## config.mk

```make
export PLATFORM = sky130hd
export DESIGN_NAME = cpuid_server
export DESIGN_NICKNAME = d
export VERILOG_FILES = /design/src/rtl/cpuid_server.sv
export SDC_FILE = /design/constraint.sdc
export NUM_CORES = 1
export LEC_CHECK = 0
export BUFFER_PORTS_ARGS = -buffer_cell sky130_fd_sc_hd__buf_2
export CELL_PAD_IN_SITES_DETAIL_PLACEMENT = 1
export CELL_PAD_IN_SITES_GLOBAL_PLACEMENT = 1
export CORE_UTILIZATION = 25
export DETAILED_ROUTE_END_ITERATION = 10
export MAX_ROUTING_LAYER = met4
export PLACE_DENSITY_LB_ADDON = 0.1
export SYNTH_ARGS = -nofsm -noshare
export SYNTH_HDL_FRONTEND = slang
export SYNTH_SLANG_ARGS = --single-unit
```

## constraint.sdc

```tcl
create_clock -name clk -period 3.9 [get_ports clk]
set_input_delay 0.39 -clock clk [delete_from_list [all_inputs] [get_ports clk]]
set_output_delay 0.39 -clock clk [all_outputs]
set_load 0.01 [all_outputs]
```

## src/rtl/cpuid_server.sv

```systemverilog
// ----------------------------------------------------------------------------
// cpuid_server
//   Multi-channel CPUID responder. NUM_CH requesters share one leaf/subleaf
//   decoder behind a round-robin arbiter. Each transaction walks
//   IDLE -> LOOKUP -> RESP, so at most one request is served every 3 cycles.
//
// Ports
//   clk, rst       clock, synchronous active-high reset
//   req_valid_i    per-channel request valid
//   req_ready_o    per-channel request accept (one-hot or zero, IDLE only)
//   req_leaf_i     leaf per channel, channel c at [32c +: 32]
//   req_subleaf_i  subleaf per channel, same packing
//   rsp_valid_o    per-channel response valid (one-hot or zero, RESP only)
//   rsp_ready_i    per-channel response accept (only the granted bit matters)
//   rsp_data_o     {w3,w2,w1,w0}, qualified by rsp_valid_o
//   rsp_known_o    1 = leaf/subleaf implemented, 0 = zeros returned
//   busy_o         high in LOOKUP and RESP
//
// Build option
//   CARBON_CPUID_ERRATA_EN  enables the ERRATA0 leaf (w0 = ERRATA_MASK) and
//                           raises the advertised max standard leaf to it.
// ----------------------------------------------------------------------------
module cpuid_server #(
    parameter int          NUM_CH      = 2,
    parameter int          CORE_COUNT  = 1,
    parameter int          VECTOR_BITS = 128,
    parameter logic [31:0] ERRATA_MASK = 32'h0
) (
    input  logic                  clk,
    input  logic                  rst,
    input  logic [NUM_CH-1:0]     req_valid_i,
    output logic [NUM_CH-1:0]     req_ready_o,
    input  logic [NUM_CH*32-1:0]  req_leaf_i,
    input  logic [NUM_CH*32-1:0]  req_subleaf_i,
    output logic [NUM_CH-1:0]     rsp_valid_o,
    input  logic [NUM_CH-1:0]     rsp_ready_i,
    output logic [127:0]          rsp_data_o,
    output logic                  rsp_known_o,
    output logic                  busy_o
);
    localparam int PW = (NUM_CH > 1) ? $clog2(NUM_CH) : 1;

    // Leaf numbers and field codes, mirroring carbon_arch_pkg.
    localparam logic [31:0] LEAF_VENDOR    = 32'h0000_0000;
    localparam logic [31:0] LEAF_ID        = 32'h0000_0001;
    localparam logic [31:0] LEAF_TIERS     = 32'h0000_0002;
    localparam logic [31:0] LEAF_FEATURES0 = 32'h0000_0003;
    localparam logic [31:0] LEAF_TOPOLOGY  = 32'h0000_0004;
    localparam logic [31:0] LEAF_ERRATA0   = 32'h0000_0005;
    localparam logic [7:0]  LADDER_Z80     = 8'h01;
    localparam logic [7:0]  P7_Z480        = 8'h07;
    localparam logic [7:0]  LADDER_AMD_FPU = 8'h02;
    localparam logic [7:0]  P0_AM9511      = 8'h01;
    localparam logic [31:0] FEAT0_MASK     = 32'h0000_003F; // MODE_SWITCH|CSR_NAMESPACE|FABRIC|CPUID|CAPS|Z480_NATIVE_64

`ifdef CARBON_CPUID_ERRATA_EN
    localparam logic [15:0] MAX_STD_LEAF = LEAF_ERRATA0[15:0];
`else
    localparam logic [15:0] MAX_STD_LEAF = LEAF_TOPOLOGY[15:0];
`endif

    localparam logic [31:0] CC32 = 32'(CORE_COUNT);
    localparam logic [31:0] VB32 = 32'(VECTOR_BITS);

    typedef enum logic [1:0] {S_IDLE, S_LOOKUP, S_RESP} state_e;

    state_e         state_q, state_d;
    logic [PW-1:0]  rr_q, rr_d, gnt_q, gnt_d, pick;
    logic [31:0]    leaf_q, leaf_d, sub_q, sub_d, pick_leaf, pick_sub;
    logic [127:0]   data_q, data_d, dec_data;
    logic           known_q, known_d, dec_known, found;

    // Round-robin pick: first valid channel at or above rr_q, wrapping.
    always_comb begin
        int idx;
        idx       = 0;
        found     = 1'b0;
        pick      = '0;
        pick_leaf = '0;
        pick_sub  = '0;
        for (int i = 0; i < NUM_CH; i++) begin
            idx = int'(rr_q) + i;
            if (idx >= NUM_CH) idx = idx - NUM_CH;
            if (!found && req_valid_i[PW'(idx)]) begin
                found     = 1'b1;
                pick      = PW'(idx);
                pick_leaf = req_leaf_i[idx*32 +: 32];
                pick_sub  = req_subleaf_i[idx*32 +: 32];
            end
        end
    end

    // Leaf decoder on the latched request.
    always_comb begin
        logic [31:0] w0, w1, w2, w3;
        w0 = '0; w1 = '0; w2 = '0; w3 = '0;
        dec_known = 1'b1;
        case (leaf_q)
            LEAF_VENDOR: begin
                w0 = {16'd1, MAX_STD_LEAF};
                w1 = 32'h4252_4143;
                w2 = 32'h5A2D_4E4F;
                w3 = 32'h2030_3834;
            end
            LEAF_ID: begin
                w0 = 32'h0107_9000;
                w1 = 32'h0000_001F;
            end
            LEAF_TIERS: begin
                w0 = {8'h0, P7_Z480, P7_Z480, LADDER_Z80};
                w1 = {8'h0, P0_AM9511, P0_AM9511, LADDER_AMD_FPU};
            end
            LEAF_FEATURES0: w0 = FEAT0_MASK;
            LEAF_TOPOLOGY: begin
                if (sub_q == 32'd0) begin
                    w0 = {16'd1, CC32[15:0]};
                    w1 = {16'd64, VB32[15:0]};
                end else if (sub_q <= CC32) begin
                    // Subleaf k describes core k-1, one thread each.
                    w0 = sub_q - 32'd1;
                    w1 = 32'd1;
                end else begin
                    dec_known = 1'b0;
                end
            end
`ifdef CARBON_CPUID_ERRATA_EN
            LEAF_ERRATA0: w0 = ERRATA_MASK;
`else
            LEAF_ERRATA0: dec_known = 1'b0;
`endif
            default: dec_known = 1'b0;
        endcase
        dec_data = {w3, w2, w1, w0};
    end

    // FSM: state register.
    always_ff @(posedge clk) begin
        if (rst) state_q <= S_IDLE;
        else     state_q <= state_d;
    end

    // FSM: next state.
    always_comb begin
        state_d = state_q;
        case (state_q)
            S_IDLE:   if (found) state_d = S_LOOKUP;
            S_LOOKUP: state_d = S_RESP;
            S_RESP:   if (rsp_ready_i[gnt_q]) state_d = S_IDLE;
            default:  state_d = S_IDLE;
        endcase
    end

    // FSM: outputs.
    always_comb begin
        req_ready_o = '0;
        rsp_valid_o = '0;
        busy_o      = (state_q != S_IDLE);
        if (state_q == S_IDLE && found) req_ready_o[pick] = 1'b1;
        if (state_q == S_RESP)          rsp_valid_o[gnt_q] = 1'b1;
    end

    // Datapath next state.
    always_comb begin
        rr_d    = rr_q;
        gnt_d   = gnt_q;
        leaf_d  = leaf_q;
        sub_d   = sub_q;
        data_d  = data_q;
        known_d = known_q;
        case (state_q)
            S_IDLE: if (found) begin
                gnt_d  = pick;
                leaf_d = pick_leaf;
                sub_d  = pick_sub;
            end
            S_LOOKUP: begin
                data_d  = dec_data;
                known_d = dec_known;
            end
            S_RESP: if (rsp_ready_i[gnt_q])
                rr_d = (int'(gnt_q) == NUM_CH - 1) ? '0 : gnt_q + PW'(1);
            default: ;
        endcase
    end

    always_ff @(posedge clk) begin
        if (rst) begin
            rr_q    <= '0;
            gnt_q   <= '0;
            leaf_q  <= '0;
            sub_q   <= '0;
            data_q  <= '0;
            known_q <= 1'b0;
        end else begin
            rr_q    <= rr_d;
            gnt_q   <= gnt_d;
            leaf_q  <= leaf_d;
            sub_q   <= sub_d;
            data_q  <= data_d;
            known_q <= known_d;
        end
    end

    assign rsp_data_o  = data_q;
    assign rsp_known_o = known_q;

endmodule

```

==> reports/qor_table.md <==
| Quantity | Value |
|:---|:---|
| Synthesis-to-layout area growth | 20.1% |
| Wire length of the first global-routing pass | 21.8 mm |
| Pin slew with the least headroom to its limit | 1.08 ns |
| Avg Inst Size Synth | 8.89 um2 |
| Count of TritonRoute iterations in the first routing pass | 4 |
| Final RePlAce weighted congestion | 0.685 |
| Worst-case vdd ir drop | 0.000140 V |
| FMAX | 415 MHz |
| Via count of the first global-routing pass | 4465 |
| Maximum buffer depth of the clock tree | 2 |
| Antenna violation net count after detailed routing | 0 |
| Count of input and output buffers | 211 |
| Final routed DRC violation total | 0 |
| Total of cells resized after clock tree synthesis | 0 |
| HP Class | primary input to register |
| Number of nets in the layout | 908 |
| Number of buffers inserted during clock tree synthesis | 9 |
| Primary flip-flop cell chosen by synthesis mapping | sky130_fd_sc_hd__dfxtp_1 |
| Initial standard-cell utilization of the core | 25.9% |
| Area share of the leading cell type in the synthesized netlist | 39.9% |
| Routed wirelength normalized by instance count | 13.5 um |
| Standard cell core area | 21300 um2 |
| Die Footprint | 22600 um2 |
| Combinational Power Share | 17.0% |
| Highest-count cells in the layout ignoring fill and taps | sky130_fd_sc_hd__buf_2 (210), sky130_fd_sc_hd__dfxtp_1 (109), sky130_fd_sc_hd__nor2_1 (86) |
| Cell Int Power | 1.87 mW |
| Number of sinks handled by clock tree synthesis | 110 |
| Final setup violation count | 0 |
| Switching Share | 29.1% |
| Global-route total usage across every layer | 12.8% |
| Number of cell rows | 53 |
| Library cell with the largest summed area after synthesis | sky130_fd_sc_hd__dfxtp_1 |
| Final global-route overflow total | 0 |
| Maximum number of pins on one net before global-route repair | 92 |
| Post-layout minimum cycle time | 2.41 ns |
| Routed vias | 4599 |
| Crit-path max FO | 12 |
| R2R setup slack | 1.49 ns |
| Clock slew at the register clock pins of the worst setup and hold paths | 0.07 ns |
| Detailed-route vias per instance | 4.37 |
| Power per standard cell area | 399 nW/um2 |
| Number of synthesized register bits | 110 |
| Maximum capacitance violations | 0 |
| DRC violation total after the first TritonRoute iteration | 101 |
| Number of levels in the clock H-tree | 3 |
| Clock tree from TritonCTS | yes |
| Clock latency of the later-clocked register in the worst-skew pair | 0.35 ns |
| Sequential cell area fraction in the yosys report | 39.9% |
| Status | finished clean |
| Unique masters post-synth | 45 |
| Design Power | 2.64 mW |
| Leading cell type in the layout, fill and taps excluded | sky130_fd_sc_hd__buf_2 |
| Static leakage | 2.89 nW |
| Y dimension of the die | 150 um |
| Sw Pwr | 770 uW |
| Number of enable flip-flop cells after synthesis | 0 |
| Sort of element at the end of the critical path | register |
| Antenna violations before repair | 0 |
| Final hold violation count | 0 |
| Overall die width | 150 um |
| Fin crit share | 61.8% |
| Clk Tree Root Cell | sky130_fd_sc_hd__clkbuf_16 |
| Wire length reported by the detailed router | 14.2 mm |
| Clock share of power | 34.5% |
| Max-Slew Margin vs Limit | 27.7% |
| Detailed-placement wirelength estimate | 10.9 mm |
| Part of the power in registers | 48.5% |
| Cell area after synthesis | 5510 um2 |
| Unrepaired setup endpoints after global routing | no |
| Leading cell types by total area after synthesis | sky130_fd_sc_hd__dfxtp_1 (40%), sky130_fd_sc_hd__buf_4 (12%), sky130_fd_sc_hd__mux2i_1 (12%), sky130_fd_sc_hd__a211oi_1 (8.9%), sky130_fd_sc_hd__nor2_1 (5.9%) |
| Hold buffer count at cts | 0 |
| Total negative slack | 0 ns |
| Async set or reset register ratio after synthesis | 0% |
| Synth Instances | 620 |
| Setup Fix Bufs, Post-CTS | 0 |
| Skew final | 0.00979 ns |
| Critical path type | register to register |
| Count of warnings emitted by yosys | 0 |
| Data required time of the worst path | 4.16 ns |
| # IOs | 268 |
| Proportion of layout cells with a drive suffix above 1 | 32.2% |
| Arrival time of data at the critical path endpoint | 2.67 ns |
| Antenna diode count | 0 |
| Critical Path Start Type | register |
| Number of pins with negative max-slew slack in the final report | 0 |
| Finished Core Util | 31.1% |
[cell type report]
class | instances | area, um2
Timing Repair Buffer | 217 | 1100
Clock inverter | 5 | 40.0
Fill cell | 2599 | 14700
Sequential cell | 110 | 2210
Tap cell | 275 | 344
Inverter | 5 | 18.8
Multi-Input combinational cell | 429 | 2660
Clock buffer | 11 | 253
[sequential cells by signal, indices dropped and copies added, names as in the netlist]
signal       flops
rsp_data_o      41
sub_q           32
state_q          2
leaf_q          32
rr_q             1
gnt_q            1
rsp_known_o      1
[power groups by stage]
stage	sequential, mW	combinational (mW)	clock [mW]
after detailed placement	1.31	0.461	0
after global routing	1.30	0.506	0.998
after CTS	1.29	0.462	0.944
final	1.28	0.448	0.911
after floorplan	1.25	0.398	0
after global placement	1.31	0.452	0
[Yosys cell counts (all sizes together) (2+ instances only)]
cell type,n
ha,2
o21ai,13
a21o,2
a22oi,3
a211oi,65
nand4,8
nand3,10
o22ai,2
nor4,17
nor3,2
nand2,41
a221oi,4
mux2i,65
inv,5
a31oi,3
a21boi,5
clkbuf,34
dfxtp,110
nor2,86
nor2b,6
and2,11
or2,2
buf,96
or4,2
a21oi,16
[stage by stage]
stage | setup WS (ns) | cell area (um2) | hold slack (ns) | instances
2_1_floorplan | 2.13 | 5720 | 0.473 | 674
3_3_place_gp | 1.55 | 6330 | 0.437 | 1036
3_5_place_dp | 1.48 | 6330 | 0.440 | 1036
4_1_cts | 1.47 | 6620 | 0.338 | 1052
5_1_grt | 1.22 | 6620 | 0.366 | 1052
6_report | 1.49 | 6620 | 0.347 | 1052
[cell families after synthesis]
family	after synthesis	synth area share, %
xor+xnor	2	0.318
flops	110	39.9
buf+inv	135	15.6
mux	65	11.8
other cells	1	0.0680
simple gates	190	17.4
fa+ha+maj	2	0.454
compound gates	115	14.4
[final timing paths]
path             startpoint              to  cells after the start
min          req_valid_i[0]      state_q[0]                      3
min reg2reg  rsp_data_o[31]  rsp_data_o[31]                      2
max reg2reg      leaf_q[30]  rsp_data_o[15]                      5
max              leaf_q[30]  rsp_data_o[15]                      5
[routing by layer]
layer  wire, um  track usage [%]
met2       6830             21.3
met4        186             4.39
met1       6470             15.7
met5          0                -
met3        703             1.85
[critical path: stages (launching register included)]
cell                      delay, ns
sky130_fd_sc_hd__dfxtp_1       0.31
sky130_fd_sc_hd__nor4_1        0.37
sky130_fd_sc_hd__nand3_1       0.31
sky130_fd_sc_hd__nor3_2        0.63
sky130_fd_sc_hd__nand4_2       0.43
sky130_fd_sc_hd__o22ai_1       0.26
Power figures use the tool's default switching activity.
